**src/rtl/btn_debounce.sv**
```systemverilog
// btn_debounce: synchronizes and debounces an active-low pushbutton with press, release and long-press pulses
module btn_debounce #(
  parameter int DB_CNT = 50000,
  parameter int LONG_CNT = 2000000
) (
  input  logic clk,
  input  logic rst,
  input  logic btnIn,
  output logic btnOut,
  output logic pressPulse,
  output logic releasePulse,
  output logic longPress
);
  typedef enum logic [1:0] {RELEASED, PRESS_WAIT, PRESSED, RELEASE_WAIT} state_t;
  localparam logic [23:0] DB_LAST = 24'(DB_CNT - 1);
  localparam logic [23:0] LONG_MAX = 24'(LONG_CNT);
  state_t state, state_n;
  logic sync1, s;
  logic [23:0] db_cnt, db_cnt_n, hold_cnt, hold_cnt_n;
  logic btn_n, press_n, release_n, long_n;
  logic accept, held;
  always_ff @(posedge clk or posedge rst) begin
    if (rst) begin
      sync1 <= 1'b1;
      s <= 1'b1;
      state <= RELEASED;
      db_cnt <= '0;
      hold_cnt <= '0;
      btnOut <= 1'b1;
      pressPulse <= 1'b0;
      releasePulse <= 1'b0;
      longPress <= 1'b0;
    end else begin
      sync1 <= btnIn;
      s <= sync1;
      state <= state_n;
      db_cnt <= db_cnt_n;
      hold_cnt <= hold_cnt_n;
      btnOut <= btn_n;
      pressPulse <= press_n;
      releasePulse <= release_n;
      longPress <= long_n;
    end
  end
  always_comb begin
    accept = db_cnt == DB_LAST;
    held = state == PRESSED || state == RELEASE_WAIT;
    state_n = state;
    db_cnt_n = '0;
    btn_n = btnOut;
    press_n = 1'b0;
    release_n = 1'b0;
    hold_cnt_n = held && hold_cnt != LONG_MAX ? hold_cnt + 24'd1 : hold_cnt;
    case (state)
      RELEASED: state_n = s ? RELEASED : PRESS_WAIT;
      PRESS_WAIT:
        if (s) state_n = RELEASED;
        else if (accept) begin
          state_n = PRESSED;
          btn_n = 1'b0;
          press_n = 1'b1;
          hold_cnt_n = '0;
        end else db_cnt_n = db_cnt + 24'd1;
      PRESSED: state_n = s ? RELEASE_WAIT : PRESSED;
      RELEASE_WAIT:
        if (!s) state_n = PRESSED;
        else if (accept) begin
          state_n = RELEASED;
          btn_n = 1'b1;
          release_n = 1'b1;
        end else db_cnt_n = db_cnt + 24'd1;
      default: state_n = RELEASED;
    endcase
    long_n = held && !release_n && hold_cnt == LONG_MAX - 24'd1;
  end
endmodule

```
**config.mk**
```make
export PLATFORM = sky130hd
export DESIGN_NAME = btn_debounce
export DESIGN_NICKNAME = d
export VERILOG_FILES = /design/src/rtl/btn_debounce.sv
export SDC_FILE = /design/constraint.sdc
export NUM_CORES = 1
export LEC_CHECK = 0
export CAP_MARGIN = 10
export CORE_UTILIZATION = 58
export CTS_CLUSTER_SIZE = 14
export DETAILED_ROUTE_END_ITERATION = 8
export PLACE_DENSITY = 0.73
export SYNTH_ARGS = -nofsm -noshare
export SYNTH_HDL_FRONTEND = slang
export SYNTH_SLANG_ARGS = --single-unit
```
**constraint.sdc**
```tcl
create_clock -name clk -period 3.6 [get_ports clk]
set_clock_uncertainty 0.05 [all_clocks]
set_input_delay 0.54 -clock clk [delete_from_list [all_inputs] [get_ports clk]]
set_output_delay 0.54 -clock clk [all_outputs]
set_load 0.05 [all_outputs]
```
* Word level (Yosys, flattened, before mapping)
Cells that the tools add are included.
** Storage, ports and cells
- Bits of input ports :: 3
- Register bits after elaboration :: 56
- Output and inout bits :: 4
- Logic and storage cells :: 57
** Cells by class
- Reductions and logical operators :: 9
- Muxes and demuxes :: 25
- Equal/unequal tests :: 12
- $add $sub $neg :: 2
** Operators by type and width (count)
- $mux 24 :: 7
- $add 24x1->24 const B :: 2
- $pmux 24 s2 :: 1
- $eq 24x16->1 const B :: 1
- $eq 24x21->1 const B :: 1
- $ne 24x21->1 const B :: 1
- $mux 1 :: 11
- $mux 2 :: 4
- $ne 2x2->1 const B :: 4
- $pmux 2 s4 :: 1
- $ne 3x3->1 const B :: 2
- $reduce_and 5->1 :: 1
- $eq 2x2->1 const B :: 2
- $logic_and 1x1->1 :: 3
- $eq 2x1->1 const B :: 1
- $logic_not 2->1 :: 1
- $pmux 1 s2 :: 1
- $reduce_and 2->1 :: 1
- $reduce_bool 2->1 :: 1
- $logic_not 1->1 :: 1
- $logic_or 1x1->1 :: 1

* Logic depth before layout (Yosys ltp)
Gate-level depths: netlist of the first run.
- Depth in word-level cells :: 7
- Gate-level depth with buffers :: 7
- Depth with buffers taken out :: 6

* Least setup slack after synthesis of the first run
Ideal clock, no wire load.
- Kind :: reg-to-reg
- Start point :: register db_cnt[0]
- End point :: register hold_cnt[23]
- Slack :: 1.446 ns
- Cell stages (with the launch flop) :: 8
- Arrival time :: 1.970 ns
- Setup time :: 0.134 ns
- Period minus slack after synthesis :: 2.154 ns
- Path buffers :: 2
- Data required time :: 3.416 ns
- Cells stage by stage :: dfrtp_1 > ha_1 > nand3_1 > or4_4 > buf_6 > nor4_4 > buf_6 > a21oi_1
** On the way
- Word-level cells in the longest chain between the ends :: 4
** RTL lines
- start, declared :: RTL line 19 : logic [23:0] db_cnt, db_cnt_n, hold_cnt, hold_cnt_n;
- start signal, assigned :: RTL line 37 : db_cnt <= db_cnt_n;
- $eq 24x16->1 :: RTL line 46 : accept = db_cnt == DB_LAST;
- $mux 24 :: RTL line 58 : else if (accept) begin
- $mux 24 :: RTL line 57 : if (s) state_n = RELEASED;
- $mux 24 :: RTL line 54 : case (state)
- named net hold_cnt_n[23] :: RTL line 19
- end signal, assigned :: RTL line 38 : hold_cnt <= hold_cnt_n;
- end, declared :: RTL line 19
The timed path passes the listed nets, and every way through them passes these cells.
A chain may end at the register's enable or synchronous reset.

* Worst setup path after layout of the first run
- Start point :: register db_cnt[0]
- End point :: register db_cnt[15]
** On the way
- Word-level cells in the longest chain between the ends :: 4
- Elaborated cells on any way between the ends :: 6
- Classes of those cells :: 1 x add/sub; 1 x eq/ne; 4 x mux
** RTL lines (RTL line)
- $add 24x1->24 / $eq 24x16->1 (equally long branches) :: 63, 71, 46
- $mux 24 * :: 58, 67
- $mux 24 (on tied branches) :: 66, 57
- $pmux 24 s2 * :: 54
- named net db_cnt_n[15] :: 19
Mark *: on every way through the listed nets, which the timed path passes. The rest lies on a longest branch.

==> results.yml, run 1 <==
outcome:
  status: "finished clean"
grt:
  grt_overflow: 0
  grt_max_degree: 57
  grt_pass1_vias: 2151
  grt_pass1_wl_um: 9770
  antenna_found_initial: 0
  grt.total_usage: 0.2346
timing:
  setup_slack_ps: 1196
  period_share: 0.6677
  tightest_slew_ps: 698.3
  slew_headroom: 0.5344
  clock.fmax_ghz: 0.4160
  rsz0062_at_grt: "false"
  finalSetupTns_ps: 0
  hold_violations: 0
  setup_viol: 0
  finalMaxSlewViolations: 0
  fin_crit_ps: 2404
flow_run:
  cap_violations: 0
synth:
  yosysWarnings: 0
  netlist.area_leader.share: 0.4463
  post_synth_num_cell_types: 43
  syn_area_um2: 2972
  async_flop_share: 1.000
  synthCells: 304
  postSynthAreaPerCell_um2: 9.775
  synth_nets: 310
  synth_area_leaders: "dfrtp_1, nand4_1, nor2_1, xnor2_1, xor2_1"
  synth-seq-area-share: 0.4728
  synth_edf_count: 0
  synth_top_cell_by_area: "dfrtp_1"
  ys.flop_type: "dfrtp_1"
  ys_seq_elements: 56
worst_hold_path:
  hold_depth: 0
  hold_end: "s"
  worstHoldStart: "sync1"
  hold_class: "reg2reg"
route:
  drtIter0Drc: 112
  drt-total-wl_um: 5620
  ant_nets: 0
  routedWlPerCell_um: 15.11
  drcViolationCount: 0
  num_vias: 2263
  first_pass_iters: 4
  vias_per_cell: 6.083
place:
  place_area_um2: 3042
  dp_cells: 364
  dp_hpwl_um: 3857
  portBuffers: 6
  place_congestion: 0.8419
  dpl_worst_slack_ps: 1211
power_and_ir_drop:
  total_power_mw: 1.067
  peakVddDrop_mv: 0.2284
  power_density_nw_per_um2: 338.8
  leakage_nw: 1.235
cts:
  post_cts_buffers: 0
  clkSinkCount: 56
  clockRootBuffer: "clkbuf_8"
  clkLatencyLatePin_ps: 310
  cts_tree: "done"
  clk_path_buf_depth: 2
  hold_buffers: 0
  cts_resized: 0
  cts_made_buffers: 5
  cts_max_level: 2
  clk_pin_slew_ps: 100
finish:
  area_growth_pct: 5.979
  antenna_cells: 0
  nNetsFinal: 310
  drive_gt1_frac: 0.06885
  fin_area_um2: 3149
  fill_cells: 428
  fin_cells: 372
  mostFrequentLayoutCells: "dfrtp_1, nor2_1, a21oi_1"
  layout_commonest_cell: "dfrtp_1"
floorplanning:
  rows: 25
  start_util: 0.6169
  die_y_um: 73.58
  die_w_um: 73.58
  die_area_um2: 5414
  core_um2: 4817
  io_pins: 7
setup_path:
  critPathMaxStageDelay_ps: 660
  arrival_ps: 2540
  r2r-start: "db_cnt[0]"
  r2r_slack_ps: 1200
  cp-end-kind: "flop"
  ff2ff_path_depth: 6
  r2r_end: "db_cnt[15]"
  worstPathRequired_ps: 3740
  critPathKind: "reg2reg"
  critPathSlowestCell: "or4_4"
  path_cells: "ha_1 > nand3_1 > or4_4 > o311ai_4 > buf_4 > nor2_1"
  cp-start-kind: "flop"
  critPathMaxFanout: 24
## critical path: cells and delay by family (launching register included)
| family | cells | cell delay (ps) |
|---|---|---|
| and+or+nand+nor | 3 | 1000 |
| AOI/OAI and AO/OA | 1 | 310 |
| adders and majority gates | 1 | 200 |
| DFF | 1 | 410 |
| buffers and inverters | 1 | 310 |
## area by class of cell
class                      count  area, um^2  area share
multi-input combinational    223        1436      0.4561
tap                           67       83.83     0.02662
clock buffer                   6       72.57     0.02304
clock inverter                 2       35.03     0.01112
sequential                    56        1405      0.4462
inverter                       9       33.78     0.01073
timing repair buffer           9       82.58     0.02622
## kinds of logic after synthesis
logic type | share of synthesized area
multiplexers | 0.01347
flip-flops | 0.4728
AND/OR/NAND/NOR | 0.2800
XOR/XNOR | 0.07074
buffers and inverters | 0.04378
AO/OA/AOI/OAI | 0.1065
adder cells (fa/ha/maj) | 0.01263
## synthesized netlist by cell type, drive strengths merged (2+ instances only)
| cell | n |
|---|---|
| o311ai | 2 |
| nor4 | 9 |
| xor2 | 12 |
| nor3b | 2 |
| dfrtp | 53 |
| nor3 | 4 |
| clkbuf | 9 |
| o31ai | 7 |
| ha | 3 |
| or3 | 11 |
| nor4b | 3 |
| o211ai | 2 |
| nand4 | 19 |
| inv | 9 |
| nand2 | 17 |
| nor2 | 30 |
| and3 | 4 |
| dfstp | 3 |
| nand3 | 17 |
| and4 | 8 |
| or4 | 11 |
| xnor2 | 12 |
| o21ai | 17 |
| a21oi | 20 |
| buf | 7 |
| mux2i | 4 |
## power by group
part	total [mW]	internal [mW]	switching, mW
sequential	0.636	0.632	0.00357
clock	0.405	0.207	0.198
combinational	0.0267	0.00676	0.0199
total	1.07	0.846	0.221
## flip-flops by register name, summed over array words and instances (netlist names), named ones only
name,cells
longPress,1
releasePulse,1
state,1
hold_cnt,24
db_cnt,24
sync1,1
s,1
pressPulse,1
btnOut,1
## worst max path at each step
stage | to | from | depth (start not counted)
floorplan | hold_cnt[23] | db_cnt[0] | 7
global placement | db_cnt[8] | db_cnt[0] | 6
detailed placement | db_cnt[11] | db_cnt[0] | 6
CTS | db_cnt[11] | db_cnt[0] | 6
global route | db_cnt[11] | db_cnt[0] | 6
finish | db_cnt[15] | db_cnt[0] | 6
## through the flow
step / utilization / hold slack, ps
5_1_grt: 0.6538 / 326.2
3_5_place_dp: 0.6314 / 304.9
3_3_place_gp: 0.6314 / 295.9
4_1_cts: 0.6538 / 319.2
6_report: 0.6538 / 322.5
2_1_floorplan: - / 295.2
## layer usage
metal  track usage  share of wire
met2        0.3996           0.51
met5             0              0
met3       0.04115          0.018
met4       0.06838         0.0096
met1        0.3067           0.46
No activity file was read; power rests on OpenSTA's default activity.
==> run 2: changes to the inputs <==
--- a/config.mk
+++ b/config.mk
@@ -6,7 +6,7 @@
 export NUM_CORES = 1
 export LEC_CHECK = 0
 export CAP_MARGIN = 10
-export CORE_UTILIZATION = 58
+export CORE_UTILIZATION = 55
 export CTS_CLUSTER_SIZE = 14
 export DETAILED_ROUTE_END_ITERATION = 8
 export PLACE_DENSITY = 0.73
==> constraint.sdc (replaced) <==
create_clock -name clk -period 1.93 [get_ports clk]
set_clock_uncertainty 0.05 [all_clocks]
set_input_delay 0.2895 -clock clk [delete_from_list [all_inputs] [get_ports clk]]
set_output_delay 0.2895 -clock clk [all_outputs]
set_load 0.05 [all_outputs]
==> run 2 against run 1 <==
The flow now finishes with violations (setup timing). Cell area rose by 22%. Sequential share of layout area fell by 7.9 points. Clock power rose by 93%. Worst hold slack got worse by 62 ps. Non-clock buffer count rose by 51. Worst setup slack got worse by 1300 ps. Wire length rose by 23%. Sequential power rose by 87%. Via count rose by 11%. First-iteration DRC count rose by 17%. Largest power group unchanged. Highest routed layer unchanged.
==> results.yml, run 2 (same netlist as run 1, synthesis figures left out) <==
outcome:
  status: "complete, but fails checks"
  failed_checks: "setup timing"
timing:
  setup_slack_ps: -91.14
  finalMaxSlewViolations: 0
  whs_ps: 260.0
  slew_headroom: 0.6726
  rsz0062_at_grt: "true"
  fin_crit_ps: 2021
  hold_violations: 0
  finalSetupTns_ps: -1683
  clock.fmax_ghz: 0.4948
  setup_viol: 31
  period_share: 1.047
  tightest_slew_ps: 489.5
place:
  portBuffers: 6
  dp_hpwl_um: 4600
  place_congestion: 0.7850
  dp_cells: 410
route:
  drcViolationCount: 0
  ant_nets: 0
  drt-total-wl_um: 6900
  num_vias: 2506
  routedWlPerCell_um: 16.20
  vias_per_cell: 5.883
  drtIter0Drc: 131
  first_pass_iters: 4
floorplanning:
  die_y_um: 75.51
  core_um2: 5140
  die_w_um: 75.51
  die_area_um2: 5701
  rows: 26
  io_pins: 7
  start_util: 0.5781
setup_path:
  critPathKind: "reg2reg"
  worstPathRequired_ps: 2080
  ff2ff_path_depth: 6
  cp-start-kind: "flop"
  cp-end-kind: "flop"
  critPathMaxFanout: 12
  arrival_ps: 2170
cts:
  cts_made_buffers: 5
  cts_max_level: 2
  clk_path_buf_depth: 2
  cts_tree: "done"
  clkSinkCount: 56
  clk_pin_slew_ps: 100
  clockRootBuffer: "clkbuf_8"
  clkLatencyLatePin_ps: 310
  hold_buffers: 0
power_and_ir_drop:
  power_density_nw_per_um2: 537.0
  leakage_nw: 1.524
  peakVddDrop_mv: 0.4514
  pwr-share-comb: 0.041
  p_int_mw: 1.607
  p_switching_mw: 0.4484
  swShare: 0.2182
  seqPwrFrac: 0.577
  p_clk_frac: 0.381
finish:
  area_growth_pct: 28.80
  top_regs: "db_cnt: 24 flops, hold_cnt: 24 flops"
  final_core_util: 0.7446
  nNetsFinal: 361
  layout_commonest_cell: "dfrtp_1"
  fin_cells: 426
  mostFrequentLayoutCells: "dfrtp_1, buf_4, nor2_1"
  antenna_cells: 0
  drive_gt1_frac: 0.3062
grt:
  grt.total_usage: 0.2490
  grt_overflow: 0
  grt_max_degree: 25
  grt_pass1_vias: 2384
  antenna_found_initial: 0
  grt_pass1_wl_um: 10670
worst_hold_path:
  hold_class: "in2async"
flow_run:
  cap_violations: 0
-- run 2: changes by cell type in the layout (fill, tap and decap cells not counted), sizes merged --
cell,delta
clkbuf,+3
clkinv,-1
clkdlybuf4s50,-1
buf,+48
clkinvlp,+1
inv,+1
-- run 2: path summary, 6_finish.rpt --
check	start	end	slack (ps)
worst max-delay path	db_cnt[6]	db_cnt[9]	-90
worst min-delay path	rst	hold_cnt[5]	260
worst max register to register	db_cnt[6]	db_cnt[9]	-90
worst min register to register	sync1	s	310
max in group asynchronous	rst	db_cnt[11]	1020
min in group clk	sync1	s	310
-- run 2: worst max-delay path: stages, from the launching register on --
cell and delay, ps:
dfrtp_1 410, or3b_1 350, or4_4 480, o311ai_4 240, buf_6 170, clkbuf_16 170
nor2_1 40
-- run 2: through the flow --
step           setup WS (ps)  power [mW]  cell area (um^2)
2_1_floorplan         -13.04       1.248              3023
3_3_place_gp          -40.39       1.276              3432
3_5_place_dp          -105.4       1.278              3432
4_1_cts               -43.07       2.057              3561
5_1_grt               -130.5       2.123              3827
6_report              -91.14       2.055              3827
-- run 2: final cells by class --
cell class / instances / area [um^2]
sequential: 56 / 1406
clock buffer: 5 / 68.82
timing repair buffer: 60 / 581.8
fill: 400 / 1313
inverter: 9 / 33.78
clock inverter: 3 / 46.29
multi-input combinational: 223 / 1603
tap: 70 / 87.58
-- run 2: layer usage --
metal  share of wire  GRT usage  wire length [um]
met4           0.012    0.08848                80
met3           0.020    0.03307               139
met5               0          0                 0
met2            0.52     0.4603              3568
met1            0.45     0.2966              3112
-- run 2: timing repair --
action | 4_1_cts | 5_1_grt
pin swaps | 0 | 8
resized for setup | 3 | 36
endpoints found under the setup margin | 28 | 51
gates cloned | 0 | 5
buffers inserted | 0 | 3
-- run 2: power groups by stage --
stage / clock (mW) / combinational, mW / sequential [mW]
final: 0.783 / 0.0851 / 1.19
after global routing: 0.842 / 0.0937 / 1.19
after CTS: 0.801 / 0.0691 / 1.19
after detailed placement: 0 / 0.0689 / 1.21
after global placement: 0 / 0.0669 / 1.21
after floorplan: 0 / 0.0416 / 1.21
==> run 3: changes to the inputs <==
--- a/config.mk
+++ b/config.mk
@@ -6,6 +6,7 @@
 export NUM_CORES = 1
 export LEC_CHECK = 0
 export CAP_MARGIN = 10
+export CORE_MARGIN = 2
 export CORE_UTILIZATION = 55
 export CTS_CLUSTER_SIZE = 14
 export DETAILED_ROUTE_END_ITERATION = 8
==> run 3 against run 2 <==
The run still ends with setup timing left. Core utilization is 2.3 points lower. Non-clock buffer count unchanged. Fmax rose by 1.5%. Global-route usage is 2.1 points lower. Combinational power decreased by 18%. Worst hold slack lost 61 ps.
==> results.yml, run 3 (same netlist as run 1, synthesis figures left out) <==
outcome:
  status: "complete, but fails checks"
  failed_checks: "setup timing"
setup_path:
  worstPathRequired_ps: 2080
  critPathKind: "reg2reg"
  arrival_ps: 2140
  cp-end-kind: "flop"
  cp-start-kind: "flop"
  cp-endpoint: "db_cnt[13]"
  cp-startpoint: "db_cnt[10]"
  critPathSlowestCell: "or4_4"
  r2r-start: "db_cnt[10]"
  r2r_end: "db_cnt[13]"
  critPathMaxStageDelay_ps: 480
  critPathMaxFanout: 24
  path_cells: "or3b_1 > or4_4 > o311ai_4 > buf_12 > nor2_1"
  r2r_slack_ps: -60
  ff2ff_path_depth: 5
route:
  drtIter0Drc: 215
  first_pass_iters: 4
  vias_per_cell: 5.777
  routedWlPerCell_um: 15.25
  ant_nets: 0
  drt-total-wl_um: 6495
  num_vias: 2461
  drcViolationCount: 0
grt:
  grt_pass1_wl_um: 11000
  grt.total_usage: 0.2281
  grt_pass1_vias: 2409
  grt_use_met1: 0.2867
  grt_overflow: 0
  antenna_found_initial: 0
  grt_most_used_layer: "met2"
  grt_max_degree: 25
  grtUsageMet2: 0.3983
  use_met3: 0.04186
floorplanning:
  die_area_um2: 6007
  io_pins: 7
  start_util: 0.5745
  rows: 26
  die_w_um: 77.51
  die_y_um: 77.51
  core_um2: 5172
cts:
  cts_tree: "done"
  clk_path_buf_depth: 2
  cts_made_buffers: 5
  clkSinkCount: 56
  clk_pin_slew_ps: 100
  clockRootBuffer: "clkbuf_8"
  hold_buffers: 0
  cts_max_level: 2
  clkLatencyLatePin_ps: 320
finish:
  seqCellArea_um2: 1408
  fill_cells: 371
  multiInputGateArea_um2: 1526
  mostFrequentLayoutCells: "dfrtp_1, buf_4, nor2_1"
  top_regs: "db_cnt: 24 flops, hold_cnt: 24 flops"
  fin_cells: 426
  layout_commonest_cell: "dfrtp_1"
  area_growth_pct: 25.68
  antenna_cells: 0
  drive_gt1_frac: 0.2500
  nNetsFinal: 361
power_and_ir_drop:
  total_power_mw: 2.300
  peakVddDrop_mv: 0.5386
  leakage_nw: 1.538
  power_density_nw_per_um2: 615.9
timing:
  clock.fmax_ghz: 0.5024
  period_share: 1.031
  fin_crit_ps: 1991
  rsz0062_at_grt: "true"
  setup_viol: 24
  finalMaxSlewViolations: 0
  tightest_slew_ps: 572.5
  hold_violations: 0
  setup_slack_ps: -60.56
  slew_headroom: 0.6085
place:
  portBuffers: 6
  place_congestion: 0.8360
  dp_cells: 411
  dp_hpwl_um: 4419
worst_hold_path:
  hold_class: "in2async"
flow_run:
  cap_violations: 0
run 3: cell count changes in the layout (fill, tap and decap cells not counted), moves of 2 or more:
cell       delta
a21oi_2      -10
nor2_4        -2
nor2_2        -8
a21oi_1      +11
bufinv_16     +2
clkbuf_16     -4
nor2_1       +10
buf_4         +4
run 3: layer usage:
layer  share of wire  vias up
met4           0.016        0
met3           0.024       11
met2            0.52       35
li1                -     1223
met5               0        -
met1            0.44     1192
run 3: worst min-delay path by stage:
stage	from	end	slack [ps]
global placement	sync1	s	300
CTS	rst	hold_cnt[3]	210
detailed placement	sync1	s	300
finish	rst	hold_cnt[11]	200
floorplan	btnIn	sync1	240
global route	rst	hold_cnt[3]	210
run 3: power by group:
group | total, mW | internal, mW | switching (mW)
combinational | 0.0694 | 0.0261 | 0.0433
sequential | 1.19 | 1.18 | 0.00806
clock | 1.04 | 0.648 | 0.394
run 3: area by class of cell:
class	instances	area share
multi-input cells	223	0.4087
flip-flops and latches	56	0.3769
repair buffers	60	0.1394
clock inverters	3	0.02412
well taps	70	0.02345
clock buffers	5	0.01843
inverters	9	0.009045
run 3: stage by stage:
stage               setup TNS, ps  instance area (um^2)  hold WS, ps  worst slack, ps    util
floorplan                  -80.21                  3023        244.0           -13.04       -
global placement           -85.35                  3452        296.1           -46.72  0.6674
detailed placement         -607.5                  3452        298.8           -65.70  0.6674
CTS                        -389.5                  3643        210.0           -58.31  0.7044
global route                -2513                  3735        208.9           -186.0  0.7221
finish                      -1035                  3735        198.6           -60.56  0.7221
run 3: timing repair:
action,CTS,global route
hold endpoints to repair,0,0
endpoints found under the setup margin,28,51
resized for setup,4,12
setup buffers,2,5
pin swaps,0,4
run 3: critical path, delay by kind of cell, from the launching register on:
kind,cells,cell delay [ps]
flip-flops,1,400
buffers and inverters,1,210
AND/OR/NAND/NOR,3,930
AO/OA/AOI/OAI,1,280
==> RTL change 1: new RTL, flow settings as in run 2 <==
Encoding of `state_t`: now Gray code (2 bits for 4 states).
--- a/src/rtl/btn_debounce.sv
+++ b/src/rtl/btn_debounce.sv
@@ -12,5 +12,5 @@
   output logic longPress
 );
-  typedef enum logic [1:0] {RELEASED, PRESS_WAIT, PRESSED, RELEASE_WAIT} state_t;
+  typedef enum logic [1:0] {RELEASED = 2'b00, PRESS_WAIT = 2'b01, PRESSED = 2'b11, RELEASE_WAIT = 2'b10} state_t;
   localparam logic [23:0] DB_LAST = 24'(DB_CNT - 1);
   localparam logic [23:0] LONG_MAX = 24'(LONG_CNT);
Formal check against the unedited RTL: same outputs for any inputs over 10 cycles, from zero or initial values and one cycle with rst high; not proved beyond that.
==> RTL change 1 against run 2 <==
The run still ends with setup timing left. Worst setup slack better by 0.063 ns. Sequential cell count stayed put. Die area is 0.58% lower. Wire length is 4.0% higher. Cell count is 4.2% higher. Fmax is 3.2% higher. Final area hardly changed. Area after synthesis is 0.59% lower.
Power is not compared: it rests on default switching activity, and its combinational part moved more than twofold at a synthesized area within 25%.
==> RTL change 1: results (changes against run 2) <==
| Quantity | This run | vs run 2 |
|---|---|---|
| Post-cts repair resize count | 9 | +6 |
| Crit path largest cell delay | 0.50 ns | +0.02 ns |
| Status | finished with violations |  |
| CTS clock-pin slew for the worst setup and hold paths | 0.10 ns | about the same |
| RD Place Congestion | 0.766 | -2.4% |
| Count of warnings emitted by yosys | 0 | unchanged |
| Xor and xnor area share after synthesis | 7.12% | +0.042 points |
| Fraction of layout instances using a drive strength above 1 | 28.9% | -1.7 points |
| Number of endpoints failing setup at the final stage | 10 | -68% |
| Largest fanout of any net on the critical path | 10 | -2 |
| Wire length of the first global-routing pass | 11200 um | +5.0% |
| Synth Area in Adders | 2.96% | +1.7 points |
| Global-route usage over all layers | 26.2% | +1.3 points |
| Cell types occupying the most area after synthesis | sky130_fd_sc_hd__dfrtp_1, sky130_fd_sc_hd__xnor2_1, sky130_fd_sc_hd__nor2_1, sky130_fd_sc_hd__a21oi_1, sky130_fd_sc_hd__o21ai_0 |  |
| Detailed router's first-iteration violation count | 221 | +69% |
| Relative slew slack | 66.7% | -0.60 points |
| Final Routed Wirelength | 7180 um | +4.0% |
| Register area share after synthesis | 47.6% | +0.28 points |
| Post-layout nets | 383 | +6.1% |
| Iteration count of the initial detailed-routing pass | 5 | +1 |
| Number of global-route vias before repair | 2411 | +1.1% |
| Portion of netlist area occupied by mux cells | 1.40% | +0.050 points |
| Arrival time of the worst setup path | 2.14 ns | -0.03 ns |
| Via count | 2656 | +6.0% |
| Estimated wirelength of the detail-placed design | 4860 um | +5.7% |
| Final setup margin | -0.0279 ns | +0.0632 ns |
| Failing checks | setup timing |  |
| Regs by FF count | db_cnt: 24 flops, hold_cnt: 24 flops, state: 2 flops |  |
| Maximum number of pins on one net before global-route repair | 21 | -16% |
| Compound-cell area share of the yosys netlist | 11.9% | +1.2 points |
| Quantity of I/O buffers inserted on ports | 6 | unchanged |
| Syn nets | 320 | +3.2% |
| Post-synth top cells | sky130_fd_sc_hd__dfrtp_1, sky130_fd_sc_hd__nor2_1, sky130_fd_sc_hd__a21oi_1, sky130_fd_sc_hd__o21ai_0, sky130_fd_sc_hd__nand2_1 |  |
| Setup slack at placement | -0.0561 ns | +0.0493 ns |
-- RTL change 1: cell count changes in the layout (fill, tap and decap cells not counted), sizes merged, moves of 3 or more --
cell,change
nand3,-4
buf,+9
nor4b,+3
xnor2,+5
inv,+3
o21ai,+3
clkbuf,-3
ha,+4
nand4,-6
nor2,+6
xor2,-5
-- RTL change 1: through the flow --
step           area [um^2]  util [%]  hold WS (ns)  setup TNS, ns  cells
2_1_floorplan         3020         -         0.244         -0.611    310
3_3_place_gp          3520      68.4         0.299       -0.00901    428
3_5_place_dp          3520      68.4         0.299         -0.463    428
4_1_cts               3680      71.5         0.266        -0.0683    437
5_1_grt               3830      74.5         0.291          -4.01    444
6_report              3830      74.5         0.253        -0.0876    444
-- RTL change 1: path summary, 6_finish.rpt --
path	startpoint	to	slack, ns	depth (start not counted)
min in group clk	sync1	s	0.31	0
min	rst	hold_cnt[5]	0.25	2
max in group asynchronous	rst	db_cnt[10]	1.00	3
min reg2reg	sync1	s	0.31	0
max	state[0]	hold_cnt[23]	-0.03	6
max reg2reg	state[0]	hold_cnt[23]	-0.03	6
-- RTL change 1: cell type report --
class | count | area (um^2)
clock buffers | 5 | 68.8
repair buffers | 66 | 564
multi-input cells | 231 | 1610
clock inverters | 3 | 42.5
inverters | 13 | 48.8
well taps | 70 | 87.6
fillers | 393 | 1310
flip-flops and latches | 56 | 1410
-- RTL change 1: logic make-up after synthesis --
family,count (synthesis)
mux,4
flops,56
simple gates,137
buf+inv,24
compound gates,58
fa+ha+maj,7
xor+xnor,24
-- RTL change 1: per-layer routing --
layer | wire length [um] | track usage, % | vias up
met1 | 3290 | 35.7 | 1326
met3 | 255 | 4.95 | 6
met4 | 61 | 5.97 | 0
met2 | 3570 | 43.5 | 64
met5 | 0 | 0 | -
li1 | - | - | 1260
==> RTL change 2: new RTL, flow settings as in run 2 <==
Made on the original files. Set the parameter `LONG_CNT` to 1048576 (it was 2000000).
--- a/src/rtl/btn_debounce.sv
+++ b/src/rtl/btn_debounce.sv
@@ -2,5 +2,5 @@
 module btn_debounce #(
   parameter int DB_CNT = 50000,
-  parameter int LONG_CNT = 2000000
+  parameter int LONG_CNT = 1048576
 ) (
   input  logic clk,
Function: no difference found for any inputs over 10 cycles, from zero or initial values and one cycle with rst high; that may be too few to reach the edited logic, so the function may still have changed.
==> RTL change 2 against run 2 <==
The flow still finishes with violations (setup timing). Wire length decreased by 11%. Synthesized cell count fell by 1.3%. Cell count down 0.70%. Area after synthesis shrank 2.1%. Die area down 2.1%. Clock power grew 13%. Worst setup slack lost 0.19 ns. Final area decreased by 6.9%. Combinational power fell by 24%. Total power up 3.8%. Sequential cell count unchanged. Core utilization decreased by 4.7 points. Fmax is 8.5% lower.
==> RTL change 2: results (changes against run 2) <==
| Quantity | This run | vs run 2 |
|---|---|---|
| Final TNS setup | -11.48 ns | -9.80 ns |
| Netlist cell types | 36 | -16% |
| Xor and xnor area share after synthesis | 7.23% | +0.15 points |
| Post-synth top cells | sky130_fd_sc_hd__dfrtp_1, sky130_fd_sc_hd__nor2_1, sky130_fd_sc_hd__a21oi_1, sky130_fd_sc_hd__nand2_1, sky130_fd_sc_hd__xnor2_1 |  |
| Non-filler cells, final | 423 | -0.70% |
| Diode count | 0 | unchanged |
| Number of endpoints failing setup at the final stage | 51 | +65% |
| Post-Place Cells | 414 | +0.98% |
| Syn nets | 306 | -1.3% |
| CTS clock-pin slew for the worst setup and hold paths | 0.10 ns | about the same |
| Buffer type at the clock tree root | sky130_fd_sc_hd__clkbuf_8 |  |
| Final setup margin | -0.280 ns | -0.188 ns |
| Post-layout nets | 358 | -0.83% |
| Estimated wirelength of the detail-placed design | 4510 um | -2.0% |
| Synth Instances | 300 | -1.3% |
| Cell types occupying the most area after synthesis | sky130_fd_sc_hd__dfrtp_1, sky130_fd_sc_hd__xnor2_1, sky130_fd_sc_hd__nor2_1, sky130_fd_sc_hd__or4_1, sky130_fd_sc_hd__o31ai_1 |  |
| Detailed router's first-iteration violation count | 119 | -9.2% |
| RD Place Congestion | 0.839 | +6.9% |
| Depth of the most critical reg-to-reg path | 5 | -1 |
| Standby leakage power | 1.46 nW | -4.3% |
| Clk sinks | 56 | unchanged |
| Average vias per placed instance | 5.72 | -2.7% |
| Iteration count of the initial detailed-routing pass | 4 | unchanged |
| Count of warnings emitted by yosys | 0 | unchanged |
| Global-route usage over all layers | 24.2% | -0.72 points |
| Status | finished with violations |  |
| Register area share after synthesis | 48.3% | +1.0 points |
| Worst supply voltage drop on vdd | 412 uV | -8.8% |
| Failing checks | setup timing |  |
| Worst slew pin tran | 0.492 ns | +0.00258 ns |
| Remaining global-route overflow | 0 | unchanged |
| Wire length of the first global-routing pass | 10000 um | -6.1% |
| Last element of the critical path | hold_cnt[20] |  |
| Portion of netlist area occupied by mux cells | 1.03% | -0.32 points |
| H-tree depth | 2 | unchanged |
| Quantity of I/O buffers inserted on ports | 6 | unchanged |
| Number of antenna violations at the first check in global routing | 0 | unchanged |
| Beginning of the critical path | db_cnt[5] |  |
| Setup slack at placement | -0.258 ns | -0.152 ns |
| Routed length per placed instance | 14.6 um | -10% |
| Regs by FF count | db_cnt: 24 flops, hold_cnt: 24 flops |  |
| Arrival time of the worst setup path | 2.34 ns | +0.17 ns |
| Synth Area in Adders | 1.29% | +0.027 points |
| Number of filler instances in the final layout | 416 | +4.0% |
| Compound-cell area share of the yosys netlist | 10.4% | -0.24 points |
| Fraction of layout instances using a drive strength above 1 | 21.5% | -9.1 points |
| Number of global-route vias before repair | 2298 | -3.6% |
| Crit path largest cell delay | 0.57 ns | +0.09 ns |
| Maximum number of pins on one net before global-route repair | 25 | unchanged |
| Largest fanout of any net on the critical path | 21 | +9 |
RTL change 2: metal layers:
layer	GRT usage (%)	share of wire [%]	up-vias
met5	0	0	-
met3	4.95	2.5	6
met4	8.60	1.4	0
met1	28.8	45	1182
met2	43.3	52	36
li1	-	-	1196
RTL change 2: through the flow:
step	total power, W	hold WS, ns	area (um^2)	utilization [%]
finish	0.00213	0.226	3560	69.7
global route	0.00222	0.253	3560	69.7
CTS	0.00216	0.240	3540	69.3
detailed placement	0.00127	0.302	3400	66.6
global placement	0.00127	0.296	3400	66.6
floorplan	0.00124	0.244	2910	-
RTL change 2: cell families (layout without fill, tap and decap cells):
group           after synthesis  after routing
buf+inv                      27             80
mux                           3              3
xor+xnor                     24             24
simple gates                138            138
fa+ha+maj                     3              3
flops                        56             56
compound gates               49             49
RTL change 2: report_power, final:
group | switching [W] | internal [W]
sequential | 0.00000528 | 0.00118
clock | 0.000366 | 0.000519
combinational | 0.0000404 | 0.0000242
RTL change 2: final cells by class:
| cell class | instances | area (um^2) | share of cell area [%] |
|---|---|---|---|
| clock buffers | 6 | 72.6 | 2.04 |
| clock inverters | 2 | 60.1 | 1.69 |
| inverters | 15 | 56.3 | 1.58 |
| multi-input cells | 217 | 1390 | 39.0 |
| flip-flops and latches | 56 | 1410 | 39.4 |
| well taps | 70 | 87.6 | 2.46 |
| repair buffers | 57 | 490 | 13.8 |
RTL change 2: critical path: cells and delay by family (launching register included):
| kind | cells | cell delay, ns |
|---|---|---|
| flops | 1 | 0.40 |
| compound gates | 1 | 0.06 |
| simple gates | 3 | 1.37 |
| buf+inv | 1 | 0.20 |
RTL change 2: timing repair:
action | CTS | global route
resized for setup | 2 | 6
endpoints found under the setup margin | 52 | 54
hold buffers | 0 | 0
pin swaps | 0 | 3
buffers inserted | 0 | 1
